<file path="src/rtl/board_reset_sequencer.sv">
// Board bring-up sequencer: debounces PCIe PERST, sequences per-channel memory
// resets through calibration with timeout/retry, then releases the kernel reset.
module board_reset_sequencer #(
    parameter int unsigned NUM_MEM         = 4,
    parameter int unsigned LED_WIDTH       = 8,
    parameter int unsigned DEBOUNCE_CYCLES = 1024,
    parameter int unsigned HOLD_CYCLES     = 256,
    parameter int unsigned CAL_TIMEOUT     = 1 << 20,
    parameter int unsigned MAX_RETRIES     = 3,
    parameter int unsigned HB_BITS         = 24,
    localparam int unsigned RETRY_W        = (MAX_RETRIES > 0) ? $clog2(MAX_RETRIES + 1) : 1
) (
    input  logic                 clk,
    input  logic                 reset,
    input  logic                 pcie_npor,
    input  logic [NUM_MEM-1:0]   mem_enable_mask,
    input  logic [NUM_MEM-1:0]   mem_cal_success,
    input  logic [NUM_MEM-1:0]   mem_cal_fail,
    output logic [NUM_MEM-1:0]   mem_reset_n,
    output logic                 kernel_reset_n,
    output logic                 sys_ready,
    output logic                 cal_error,
    output logic [RETRY_W-1:0]   retry_count,
    output logic [2:0]           state,
    output logic [LED_WIDTH-1:0] leds
);

    localparam int unsigned DEB_W  = (DEBOUNCE_CYCLES > 1) ? $clog2(DEBOUNCE_CYCLES) : 1;
    localparam int unsigned HOLD_W = (HOLD_CYCLES > 1) ? $clog2(HOLD_CYCLES) : 1;
    localparam int unsigned CAL_W  = (CAL_TIMEOUT > 1) ? $clog2(CAL_TIMEOUT) : 1;

    typedef enum logic [2:0] {
        ST_RESET_HOLD     = 3'd0,
        ST_MEM_RESET      = 3'd1,
        ST_CAL_WAIT       = 3'd2,
        ST_KERNEL_RELEASE = 3'd3,
        ST_RUN            = 3'd4,
        ST_ERROR          = 3'd5
    } state_e;

    state_e               state_q, state_d;
    logic                 npor_meta_q, npor_s_q;
    logic [DEB_W-1:0]     deb_cnt_q, deb_cnt_d;
    logic [HOLD_W-1:0]    hold_cnt_q, hold_cnt_d;
    logic [CAL_W-1:0]     cal_cnt_q, cal_cnt_d;
    logic [RETRY_W-1:0]   retry_q, retry_d;
    logic [HB_BITS-1:0]   hb_cnt_q, hb_cnt_d;
    logic                 hb_q, hb_d;
    logic [NUM_MEM-1:0]   mem_reset_n_q, mem_reset_n_d;
    logic                 kernel_reset_n_q, kernel_reset_n_d;
    logic                 sys_ready_q, sys_ready_d;
    logic                 cal_error_q, cal_error_d;
    logic [LED_WIDTH-1:0] leds_q, leds_d;

    logic cal_ok, cal_fail_any, retry_req;

    // Disabled channels count as calibrated and can never report a failure.
    assign cal_ok       = &(mem_cal_success | ~mem_enable_mask);
    assign cal_fail_any = |(mem_cal_fail & mem_enable_mask);

    // Next-state and counter logic.
    always_comb begin
        state_d    = state_q;
        deb_cnt_d  = deb_cnt_q;
        hold_cnt_d = hold_cnt_q;
        cal_cnt_d  = cal_cnt_q;
        retry_d    = retry_q;
        retry_req  = 1'b0;

        case (state_q)
            ST_RESET_HOLD: begin
                if (npor_s_q) begin
                    if (deb_cnt_q == DEB_W'(DEBOUNCE_CYCLES - 1)) begin
                        state_d    = ST_MEM_RESET;
                        deb_cnt_d  = '0;
                        hold_cnt_d = '0;
                    end else begin
                        deb_cnt_d = deb_cnt_q + DEB_W'(1);
                    end
                end else begin
                    deb_cnt_d = '0;
                end
            end
            ST_MEM_RESET: begin
                if (hold_cnt_q == HOLD_W'(HOLD_CYCLES - 1)) begin
                    state_d    = ST_CAL_WAIT;
                    hold_cnt_d = '0;
                    cal_cnt_d  = '0;
                end else begin
                    hold_cnt_d = hold_cnt_q + HOLD_W'(1);
                end
            end
            ST_CAL_WAIT: begin
                if (cal_fail_any || (cal_cnt_q == CAL_W'(CAL_TIMEOUT - 1))) begin
                    retry_req = 1'b1;
                end else if (cal_ok) begin
                    state_d    = ST_KERNEL_RELEASE;
                    hold_cnt_d = '0;
                end else begin
                    cal_cnt_d = cal_cnt_q + CAL_W'(1);
                end
            end
            ST_KERNEL_RELEASE: begin
                if (!cal_ok) begin
                    retry_req = 1'b1;
                end else if (hold_cnt_q == HOLD_W'(HOLD_CYCLES - 1)) begin
                    state_d    = ST_RUN;
                    hold_cnt_d = '0;
                    retry_d    = '0;
                end else begin
                    hold_cnt_d = hold_cnt_q + HOLD_W'(1);
                end
            end
            ST_RUN: begin
                if (!cal_ok || cal_fail_any) begin
                    state_d    = ST_MEM_RESET;
                    hold_cnt_d = '0;
                    retry_d    = (MAX_RETRIES > 0) ? RETRY_W'(1) : '0;
                end
            end
            ST_ERROR: state_d = ST_ERROR;
            default:  state_d = ST_RESET_HOLD;
        endcase

        // Shared retry rule for calibration failures, timeouts and lost calibration.
        if (retry_req) begin
            if (retry_q < RETRY_W'(MAX_RETRIES)) begin
                retry_d    = retry_q + RETRY_W'(1);
                state_d    = ST_MEM_RESET;
                hold_cnt_d = '0;
            end else begin
                state_d = ST_ERROR;
            end
        end

        if (!npor_s_q) begin
            state_d    = ST_RESET_HOLD;
            retry_d    = '0;
            deb_cnt_d  = '0;
            hold_cnt_d = '0;
            cal_cnt_d  = '0;
        end
    end

    // Outputs are decoded from the next state so they line up with the state register.
    always_comb begin
        mem_reset_n_d    = '0;
        kernel_reset_n_d = 1'b0;
        sys_ready_d      = 1'b0;
        cal_error_d      = 1'b0;
        hb_cnt_d         = hb_cnt_q + HB_BITS'(1);
        hb_d             = hb_q ^ (&hb_cnt_q);
        leds_d           = '0;

        case (state_d)
            ST_CAL_WAIT, ST_KERNEL_RELEASE: mem_reset_n_d = mem_enable_mask;
            ST_RUN: begin
                mem_reset_n_d    = mem_enable_mask;
                kernel_reset_n_d = 1'b1;
                sys_ready_d      = 1'b1;
            end
            ST_ERROR: cal_error_d = 1'b1;
            default:  mem_reset_n_d = '0;
        endcase

        leds_d[NUM_MEM-1:0]   = mem_cal_success & mem_enable_mask;
        leds_d[LED_WIDTH-3]   = cal_error_d;
        leds_d[LED_WIDTH-2]   = sys_ready_d;
        leds_d[LED_WIDTH-1]   = hb_d;
    end

    always_ff @(posedge clk) begin
        if (reset) begin
            state_q          <= ST_RESET_HOLD;
            npor_meta_q      <= 1'b0;
            npor_s_q         <= 1'b0;
            deb_cnt_q        <= '0;
            hold_cnt_q       <= '0;
            cal_cnt_q        <= '0;
            retry_q          <= '0;
            hb_cnt_q         <= '0;
            hb_q             <= 1'b0;
            mem_reset_n_q    <= '0;
            kernel_reset_n_q <= 1'b0;
            sys_ready_q      <= 1'b0;
            cal_error_q      <= 1'b0;
            leds_q           <= '0;
        end else begin
            state_q          <= state_d;
            npor_meta_q      <= pcie_npor;
            npor_s_q         <= npor_meta_q;
            deb_cnt_q        <= deb_cnt_d;
            hold_cnt_q       <= hold_cnt_d;
            cal_cnt_q        <= cal_cnt_d;
            retry_q          <= retry_d;
            hb_cnt_q         <= hb_cnt_d;
            hb_q             <= hb_d;
            mem_reset_n_q    <= mem_reset_n_d;
            kernel_reset_n_q <= kernel_reset_n_d;
            sys_ready_q      <= sys_ready_d;
            cal_error_q      <= cal_error_d;
            leds_q           <= leds_d;
        end
    end

    assign state          = state_q;
    assign mem_reset_n    = mem_reset_n_q;
    assign kernel_reset_n = kernel_reset_n_q;
    assign sys_ready      = sys_ready_q;
    assign cal_error      = cal_error_q;
    assign retry_count    = retry_q;
    assign leds           = leds_q;

endmodule
</file>
<file path="config.mk">
export PLATFORM = sky130hd
export DESIGN_NAME = board_reset_sequencer
export DESIGN_NICKNAME = d
export VERILOG_FILES = /design/src/rtl/board_reset_sequencer.sv
export SDC_FILE = /design/constraint.sdc
export NUM_CORES = 1
export LEC_CHECK = 0
export CAP_MARGIN = 20
export CORE_MARGIN = 1
export CORE_UTILIZATION = 40
export CTS_CLUSTER_SIZE = 8
export DETAILED_ROUTE_END_ITERATION = 6
export SLEW_MARGIN = 20
export SYNTH_ARGS = -nofsm -noshare
export SYNTH_HDL_FRONTEND = slang
export SYNTH_SLANG_ARGS = --single-unit
</file>
<file path="constraint.sdc">
create_clock -name clk -period 3.16 [get_ports clk]
set_input_delay 0.316 -clock clk [delete_from_list [all_inputs] [get_ports clk]]
set_output_delay 0.316 -clock clk [all_outputs]
set_load 0.01 [all_outputs]
</file>
# --- Yosys cells after proc, flatten, opt, wreduce, memory -nomap -nowiden ---
# Cells that the tools add are included.
word_totals:
  reg_bits: 84
  in_bits: 15
  output_inout_bits: 20
  word_cells: 90
classes:
  addsub: 5
  magnitude_cmp: 1
  n_eq_ne: 15
  n_mux: 36
  bitwise_logic: 7
  n_reduce_logical: 12
ops:
  columns: ["operator", "n"]
  rows:
  - ["2-to-1 mux 8 bit", 8]
  - ["2-to-1 mux 20 bit", 3]
  - ["case mux 20 bit (2 select lines)", 1]
  - ["case mux 8 bit (5 select lines)", 1]
  - ["2-to-1 mux 3 bit", 10]
  - ["adder 24 x 1 -> 24 bit, second input constant", 1]
  - ["AND reduction 24 bit", 1]
  - ["adder 20 x 1 -> 20 bit, second input constant", 1]
  - ["== test 20 bit, second input constant", 1]
  - ["case mux 3 bit (6 select lines)", 1]
  - ["== test 3 x 2 -> 1 bit, second input constant", 4]
  - ["== test 3 bit, second input constant", 4]
  - ["adder 10 x 1 -> 10 bit, second input constant", 1]
  - ["== test 10 bit, second input constant", 1]
  - ["2-to-1 mux 10 bit", 1]
  - ["2-to-1 mux 2 bit", 5]
  - ["adder 8 x 1 -> 8 bit, second input constant", 1]
  - ["AND 4 bit", 2]
  - ["== test 8 bit, second input constant", 1]
  - ["AND reduction 4 bit", 2]
  - ["inequality test 2 bit, second input constant", 3]
  - ["2-to-1 mux 1 bit", 4]
  - ["NOT 4 bit", 1]
  - ["OR 4 bit", 1]
  - ["other kinds (14)", 17]

# --- Longest topological paths before layout ---
# Gate-level depths: netlist (run 1).
depth:
  word_depth: 13
  ltp_mapped: 9
  depth_no_buf: 7

# --- Worst setup path before layout (run 1) ---
# No wires, ideal clock.
synth_path:
  path_kind: "reg-to-reg"
  startpoint: "register state_q[0] (netlist: state[0])"
  endpoint: "register hold_cnt_q[3]"
  setup_time_ns: 0.131
  arrival_ns: 1.754
  required_ns: 3.029
  path_slack_ns: 1.275
  stages_incl_launch_ff: 9
  path_buffers: 2
  synth_period_minus_slack_ns: 1.885
  path_cell_list: "dfxtp_1 -> buf_6 -> or3b_4 -> nor3_4 -> a21boi_2 -> a21oi_2 -> nand2b_1 -> buf_4 -> nor3_1"
synth_between:
  elab_chain_cells: 4
  elab_cells_between_ends: 9
  cone_classes: "4 x eq/ne; 4 x mux; 1 x reduce/logical"
synth_rtl:
  columns: ["element", "line_no", "rtl"]
  rows:
  - ["start: declaration", "41", "state_e state_q, state_d;"]
  - ["start signal: assignment", "189", "state_q <= state_d;"]
  - ["== test 3 bit (tied with other cells)", "70", "case (state_q)"]
  - ["case mux 8 bit (5 select lines)", "70", null]
  - ["2-to-1 mux 8 bit", "127", "if (retry_q < RETRY_W'(MAX_RETRIES)) begin"]
  - ["2-to-1 mux 8 bit *", "126", "if (retry_req) begin"]
  - ["end signal: assignment", "193", "hold_cnt_q <= hold_cnt_d;"]
  - ["end: declaration", "44", "logic [HOLD_W-1:0] hold_cnt_q, hold_cnt_d;"]
# Mark *: on every way between the ends. The rest lies on a longest branch, timed or not.
# A chain may end at the register's enable or synchronous reset.

# --- Worst setup path in the final report (run 1) ---
layout_path:
  startpoint: "register hold_cnt_q[1]"
  endpoint: "register mem_reset_n_q[1] (netlist: mem_reset_n[1])"
layout_between:
  elab_chain_cells: 10
  elab_cells_between_ends: 13
  cone_classes: "4 x eq/ne; 6 x mux; 1 x bitwise; 2 x reduce/logical"
layout_rtl:
  columns: ["element", "line_no", "rtl"]
  rows:
  - ["== test 8 bit *", "85, 106", null]
  - ["2-to-1 mux 3 bit", "106", "end else if (hold_cnt_q == HOLD_W'(HOLD_CYCLES - 1)) begin"]
  - ["2-to-1 mux 3 bit", "104", "if (!cal_ok) begin"]
  - ["case mux 3 bit (6 select lines) *", "70", null]
  - ["2-to-1 mux 3 bit *", "126", null]
  - ["2-to-1 mux 3 bit *", "136", "if (!npor_s_q) begin"]
  - ["== test 3 bit or == test 3 x 2 -> 1 bit (tied branches)", "155", "case (state_d)"]
  - ["OR reduction 3 bit (no line) *", null, null]
  - ["NOT 1 bit (no line) *", null, null]
  - ["OR reduction 2 bit (no line) *", null, null]
  - ["end signal: assignment", "198", "mem_reset_n_q <= mem_reset_n_d;"]
  - ["end: declaration", "49", "logic [NUM_MEM-1:0] mem_reset_n_q, mem_reset_n_d;"]
# Marks and branches as above.

==> run_results.csv, run 1 <==
group,metric,value,unit
outcome,status,"complete, no violations",
floorplanning,die_x,101,um
cts,postCtsHoldBufs,0,
setup_path,startpoint_type,"flip-flop",
route,viasPerCell,5.14,
global_route,grt_max_degree,32,
final_layout,drive_gt1_share,9.62,%
yosys,synthTopCellsByArea,"dfxtp_1 41%, nor2_1 7.0%, xnor2_1 5.5%, xor2_1 4.9%, nor4_2 4.4%",
job,cap_violations,0,
sta,worst_pin_slew,760,ps
setup_path,reg2reg_depth,7,
sta,fin_hold_ws,438,ps
setup_path,path_cells,"ha_1, nand3_1, nor2_1, o21ai_1, a31o_1, a31oi_1, nor2b_1",
route,via_count,3123,
global_route,met1_usage,21.7,%
cts,h-tree-depth,3,
final_layout,n_antenna_cell,0,
yosys,syn_area_per_cell,8.85,um2
global_route,grt_pass1_vias,2873,
place,dp_hpwl,5.64,mm
yosys,async_flop_share,0,%
route,drc_errors,0,
sta,finalSetupViolCount,0,
route,dr.pass1.iters,4,
sta,slew_violations,0,
setup_path,arrival,2480,ps
final_layout,fin_cells,607,
sta,fin_setup_tns,0,ps
sta,finalHoldViolCount,0,
global_route,overflow,0,
floorplanning,num_rows,35,
yosys,syn_area,3950,um2
place,dp_cells,591,
setup_path,cp.required,3370,ps
yosys,yosysSeqAreaShare,40.6,%
cts,clock_latency,350,ps
cts,cts_tree,"done",
sta,fin_skew,11.4,ps
yosys,synth_edf_count,0,
final_layout,fin_nets,493,
place,place_congestion,0.822,
yosys,synth_seq_cells,80,
floorplanning,die_h,101,um
route,drt_iter0_markers,177,
cts,clock_path_buffers,2,
setup_path,cp-end-kind,"flip-flop",
cts,postCtsSetupRepairBufs,0,
route,avgRoutedWirePerCell,13.1,um
floorplanning,core,9420,um2
floorplanning,start_util,41.9,%
hold_path,hold_depth,1,
yosys,yosysWarnings,0,
place,port_buffers,33,
hold_path,hold_class,"reg2reg",
route,ant_nets,0,
global_route,antenna_found_initial,0,
power,vdd_drop_max,297,uV
yosys,synth_top_area_cell,"dfxtp_1",
yosys,ys.flop_type,"dfxtp_1",
setup_path,critPathKind,"reg2reg",
global_route,busiest_layer,"met2",
yosys,synth_top_cell_area_share,40.6,%
setup_path,cp_max_fo,6,
yosys,syn_inst,446,
sta,slew_headroom,49.3,%
sta,max_freq,440,MHz
global_route,grt_pass1_wl,13.4,mm
setup_path,critPathMaxStageDelay,440,ps
yosys,synth_top_cells_by_count,"80 x dfxtp_1, 74 x nor2_1, 31 x nand2_1",
yosys,synth_cell_types,56,
yosys,synth_nets,466,
sta,fin_crit,2270,ps
global_route,grtUsageMet3,4.83,%
yosys,synth.most_common_cell,"dfxtp_1",
cts,clk_pin_slew,80,ps
sta,rsz0062_at_grt,"false",
route,routed_wl,7.95,mm
global_route,use_met2,26.4,%
setup_path,crit_slowest_cell,"nor2_1",
final_layout,postLayoutCoreUtil,48.2,%
power,powerDensity,423,nW/um2
floorplanning,die-area,10300,um2
cts,cts_buffers,9,
final_layout,area_delta_synth_final,15.0,%
power,leakagePower,0.00142,uW
floorplanning,io_pins,35,
cts,cts_resized,0,
cts,clock_sink_count,80,
global_route,grt_usage,16.8,%
cts,cts-root-buf,"clkbuf_8",
sta,period_share,71.9,%
## registers in the layout, indices dropped and copies added (netlist names), 2 cells and up
signal and cells:
cal_cnt_q 20, retry_count 2, hold_cnt_q 8, deb_cnt_q 10, mem_reset_n 4, hb_cnt_q 24
leds 6, state 3
## worst paths after layout
| path | startpoint | to | slack (ps) |
|---|---|---|---|
| max reg2reg | hold_cnt_q[1] | mem_reset_n[1] | 890 |
| min | npor_meta_q | npor_s_q | 440 |
| min reg2reg | npor_meta_q | npor_s_q | 440 |
| max | hold_cnt_q[1] | mem_reset_n[1] | 890 |
## critical path, delay by kind of cell (launching register included)
| kind | cells | cell delay [ps] |
|---|---|---|
| AND/OR/NAND/NOR | 3 | 810 |
| AO/OA/AOI/OAI | 3 | 700 |
| flip-flops | 1 | 400 |
| adder cells (fa/ha/maj) | 1 | 220 |
## kinds of logic after synthesis
kind of cell	share of synthesized area [%]
adder cells (fa/ha/maj)	1.58
multiplexers	0.760
flip-flops	40.6
AO/OA/AOI/OAI	9.57
other	0.0950
AND/OR/NAND/NOR	32.7
buffers and inverters	4.31
XOR/XNOR	10.4
## power breakdown
group	switching (uW)	total [uW]	internal [uW]
clock	374	844	471
sequential	3.61	1020	1010
combinational	30.8	61.0	30.2
total	408	1920	1510
## per-stage QoR
stage / setup WS, ps / instance area (um2) / power [uW]
floorplan: 1270 / 3950 / 1070
global placement: 736 / 4320 / 1100
detailed placement: 626 / 4320 / 1100
CTS: 923 / 4540 / 1960
global route: 685 / 4540 / 2010
finish: 888 / 4540 / 1920
## cell usage in the layout, fill, tap and decap left out, drive strengths merged, types with 2 or more instances in the layout
cell and count:
clkdlybuf4s50 33, inv 6, ha 5, buf 4, bufinv 2, nor3 21
a41oi 2, a21oi 17, xor2 22, nand4 14, nor3b 2, nand2 31
a22o 2, nor2b 9, or4 2, nand3b 2, nor4 18, nand2b 9
o31ai 2, nor2 74, mux2i 3, o21ai 15, nor4b 2, a211oi 4
or3 3, xnor2 25, and2 4, o211ai 3, nand3 23, or3b 2
and3 5, clkbuf 12, dfxtp 80, and4 6, a31oi 4
## area by class of cell
cell class                 instances  area (um2)
clock buffer                      12         145
clock inverter                     4        76.3
fill                             914        4870
inverter                           5        18.8
multi-input combinational        340        2180
sequential                        80        1600
tap                              129         161
timing repair buffer              37         360
## layer usage
metal  wire, um  part of all wire [%]
met1       3810                    48
met5          0                     0
met3        326                   4.1
met4         90                   1.1
met2       3720                    47
Power figures use the tool's default switching activity.
==> run 2: changes to the inputs <==
==> constraint.sdc (replaced) <==
create_clock -name clk -period 1.85 [get_ports clk]
set_input_delay 0.185 -clock clk [delete_from_list [all_inputs] [get_ports clk]]
set_output_delay 0.185 -clock clk [all_outputs]
set_load 0.01 [all_outputs]
==> run 2 against run 1 <==
The run now ends with setup timing left. Clock power rose by 62%. Critical path depth rose by 2. Global-route usage rose by 2.3 points. Register-to-register slack got worse by 920 ps. Critical path type unchanged. Largest cell class unchanged. Highest routed layer unchanged.
==> run_results.csv, run 2 (synthesized netlist as in run 1, its figures left out) <==
group,metric,value,unit
global_route,overflow,0,
place,dp_hpwl,6.53,mm
route,viasPerCell,5.15,
hold_path,hold_depth,3,
sta,setup_slack,-28.9,ps
final_layout,fin_nets,576,
place,port_buffers,33,
cts,clock_latency,360,ps
setup_path,reg2reg_depth,9,
sta,rsz0062_at_grt,"true",
final_layout,fin_cells,690,
outcome,violations,"setup timing",
route,top_layer_used,"met4",
setup_path,cp_max_fo,5,
global_route,grt_pass1_vias,3331,
setup_path,arrival,2120,ps
outcome,status,"complete, but fails checks",
sta,slew_violations,0,
final_layout,fillerInstances,807,
setup_path,startpoint,"cal_cnt_q[1]",
final_layout,final_common_cell,"buf_4",
power,pwr-share-seq,53.3,%
route,routedLengthMet1,4.73,mm
setup_path,rrSetupSlack,-30,ps
cts,clk_pin_slew,80,ps
setup_path,r2r_start,"cal_cnt_q[1]",
cts,clock_path_buffers,2,
final_layout,drive_gt1_share,32.6,%
floorplanning,die-area,10300,um2
setup_path,cp.required,2090,ps
power,p_sw_share,24.4,%
cts,cts_tree,"done",
sta,worst_pin_slew,620,ps
route,avgRoutedWirePerCell,15.0,um
final_layout,n_antenna_cell,0,
floorplanning,io_pins,35,
route,routed_wl,10.3,mm
global_route,grt_pass1_wl,15.5,mm
power,p_comb_share,4.6,%
hold_path,hold_class,"in2reg",
cts,h-tree-depth,3,
cts,clock_sink_count,80,
cts,cts-root-buf,"clkbuf_8",
floorplanning,start_util,41.9,%
route,met2_length,5.00,mm
route,met3WireLength,434,um
power,internal_power,2460,uW
place,place_congestion,0.827,
route,via_count,3554,
power,clkPwrFrac,42.2,%
sta,fin_setup_tns,-31.3,ps
sta,finalSetupViolCount,2,
power,vdd_drop_max,425,uV
power,p_total,3260,uW
floorplanning,num_rows,35,
setup_path,startpoint_type,"flip-flop",
power,powerDensity,573,nW/um2
final_layout,largest_registers,"hb_cnt_q: 24 flops, cal_cnt_q: 20 flops, deb_cnt_q: 10 flops",
sta,fin_skew,14.0,ps
sta,finalHoldViolCount,0,
floorplanning,core,9420,um2
setup_path,cp-end-kind,"flip-flop",
setup_path,reg2reg_to,"cal_cnt_q[5]",
final_layout,area_delta_synth_final,44.0,%
global_route,grt_max_degree,32,
sta,fin_crit,1880,ps
floorplanning,die_h,101,um
sta,max_freq,532,MHz
global_route,grt_usage,19.1,%
place,dp_cells,660,
route,ant_nets,0,
setup_path,critPathKind,"reg2reg",
final_layout,final_cell_mix,"74 x buf_4, 73 x nor2_1, 65 x dfxtp_1",
floorplanning,die_x,101,um
global_route,antenna_found_initial,0,
route,drt_iter0_markers,81,
sta,period_share,102,%
sta,slew_headroom,58.6,%
final_layout,largest_reg_flops,24,
cts,postCtsHoldBufs,0,
route,drc_errors,0,
final_layout,regMostFlops,"hb_cnt_q",
power,p_switching,794,uW
setup_path,crit_end,"cal_cnt_q[5]",
route,dr.pass1.iters,4,
cts,cts_buffers,9,
job,cap_violations,0,
power,leakagePower,0.00199,uW
## run 2: cell count changes in the layout (fill, tap and decap cells not counted), moves of 6 or more
cell	change
buf_4	+70
dfxtp_1	-15
dfxtp_2	+14
nor4_2	-11
nor4_4	+11
nor3_1	-8
a21oi_1	-6
## run 2: cell type report
| cell class | count | area [um2] | area share (%) |
|---|---|---|---|
| Tap cell | 129 | 161 | 2.84 |
| Inverter | 5 | 18.8 | 0.330 |
| Clock buffer | 9 | 124 | 2.18 |
| Clock inverter | 7 | 85.1 | 1.50 |
| Timing Repair Buffer | 120 | 1120 | 19.7 |
| Multi-Input combinational cell | 340 | 2550 | 44.9 |
| Sequential cell | 80 | 1620 | 28.5 |
## run 2: metrics by stage
step	utilization [%]	hold WS, ps	worst slack [ps]	area [um2]
floorplan	-	257	3.22	3950
global placement	51.8	418	-242	4870
detailed placement	51.8	431	-266	4870
CTS	54.5	381	-13.7	5130
global route	60.4	176	-77.2	5690
finish	60.4	172	-28.9	5690
## run 2: power groups by stage
stage | registers, uW | clock network [uW] | logic [uW]
2_1_floorplan | 1780 | 0 | 51.9
3_3_place_gp | 1780 | 0 | 140
3_5_place_dp | 1780 | 0 | 141
4_1_cts | 1740 | 1400 | 143
5_1_grt | 1740 | 1480 | 161
6_report | 1740 | 1370 | 148
## run 2: critical path, stage by stage (launching register included)
cell and delay, ps:
dfxtp_2 360, ha_4 140, and3_4 170, nand4_1 200, o31ai_4 300, buf_6 160
clkbuf_16 160, nor4_4 50, xnor2_1 180, nor2_1 60
## run 2: repair_timing
item | CTS | global route
cloned | 0 | 7
pin swaps | 1 | 43
setup buffers | 0 | 7
resized for setup | 10 | 79
setup endpoints to repair | 16 | 46
## run 2: worst min-delay path by stage
stage / slack (ps) / startpoint / end
after floorplan: 260 / reset / hb_cnt_q[1]
after global placement: 420 / npor_meta_q / npor_s_q
after detailed placement: 430 / npor_meta_q / npor_s_q
after CTS: 380 / pcie_npor / npor_meta_q
after global routing: 180 / mem_enable_mask[2] / leds[2]
final: 170 / mem_enable_mask[2] / leds[2]
## run 2: metal layers
metal  GRT usage, %  vias to the layer above
met5              0                        -
li1               -                     1779
met3           3.38                       14
met2           31.9                       80
met4           6.69                        0
met1           24.9                     1681
==> run 3: changes to the inputs <==
--- a/config.mk
+++ b/config.mk
@@ -10,6 +10,7 @@
 export CORE_UTILIZATION = 40
 export CTS_CLUSTER_SIZE = 8
 export DETAILED_ROUTE_END_ITERATION = 6
+export GPL_ROUTABILITY_DRIVEN = 0
 export SLEW_MARGIN = 20
 export SYNTH_ARGS = -nofsm -noshare
 export SYNTH_HDL_FRONTEND = slang
==> results of run 3 <==
The final DEF is identical to that of run 2; final timing and power are the same.
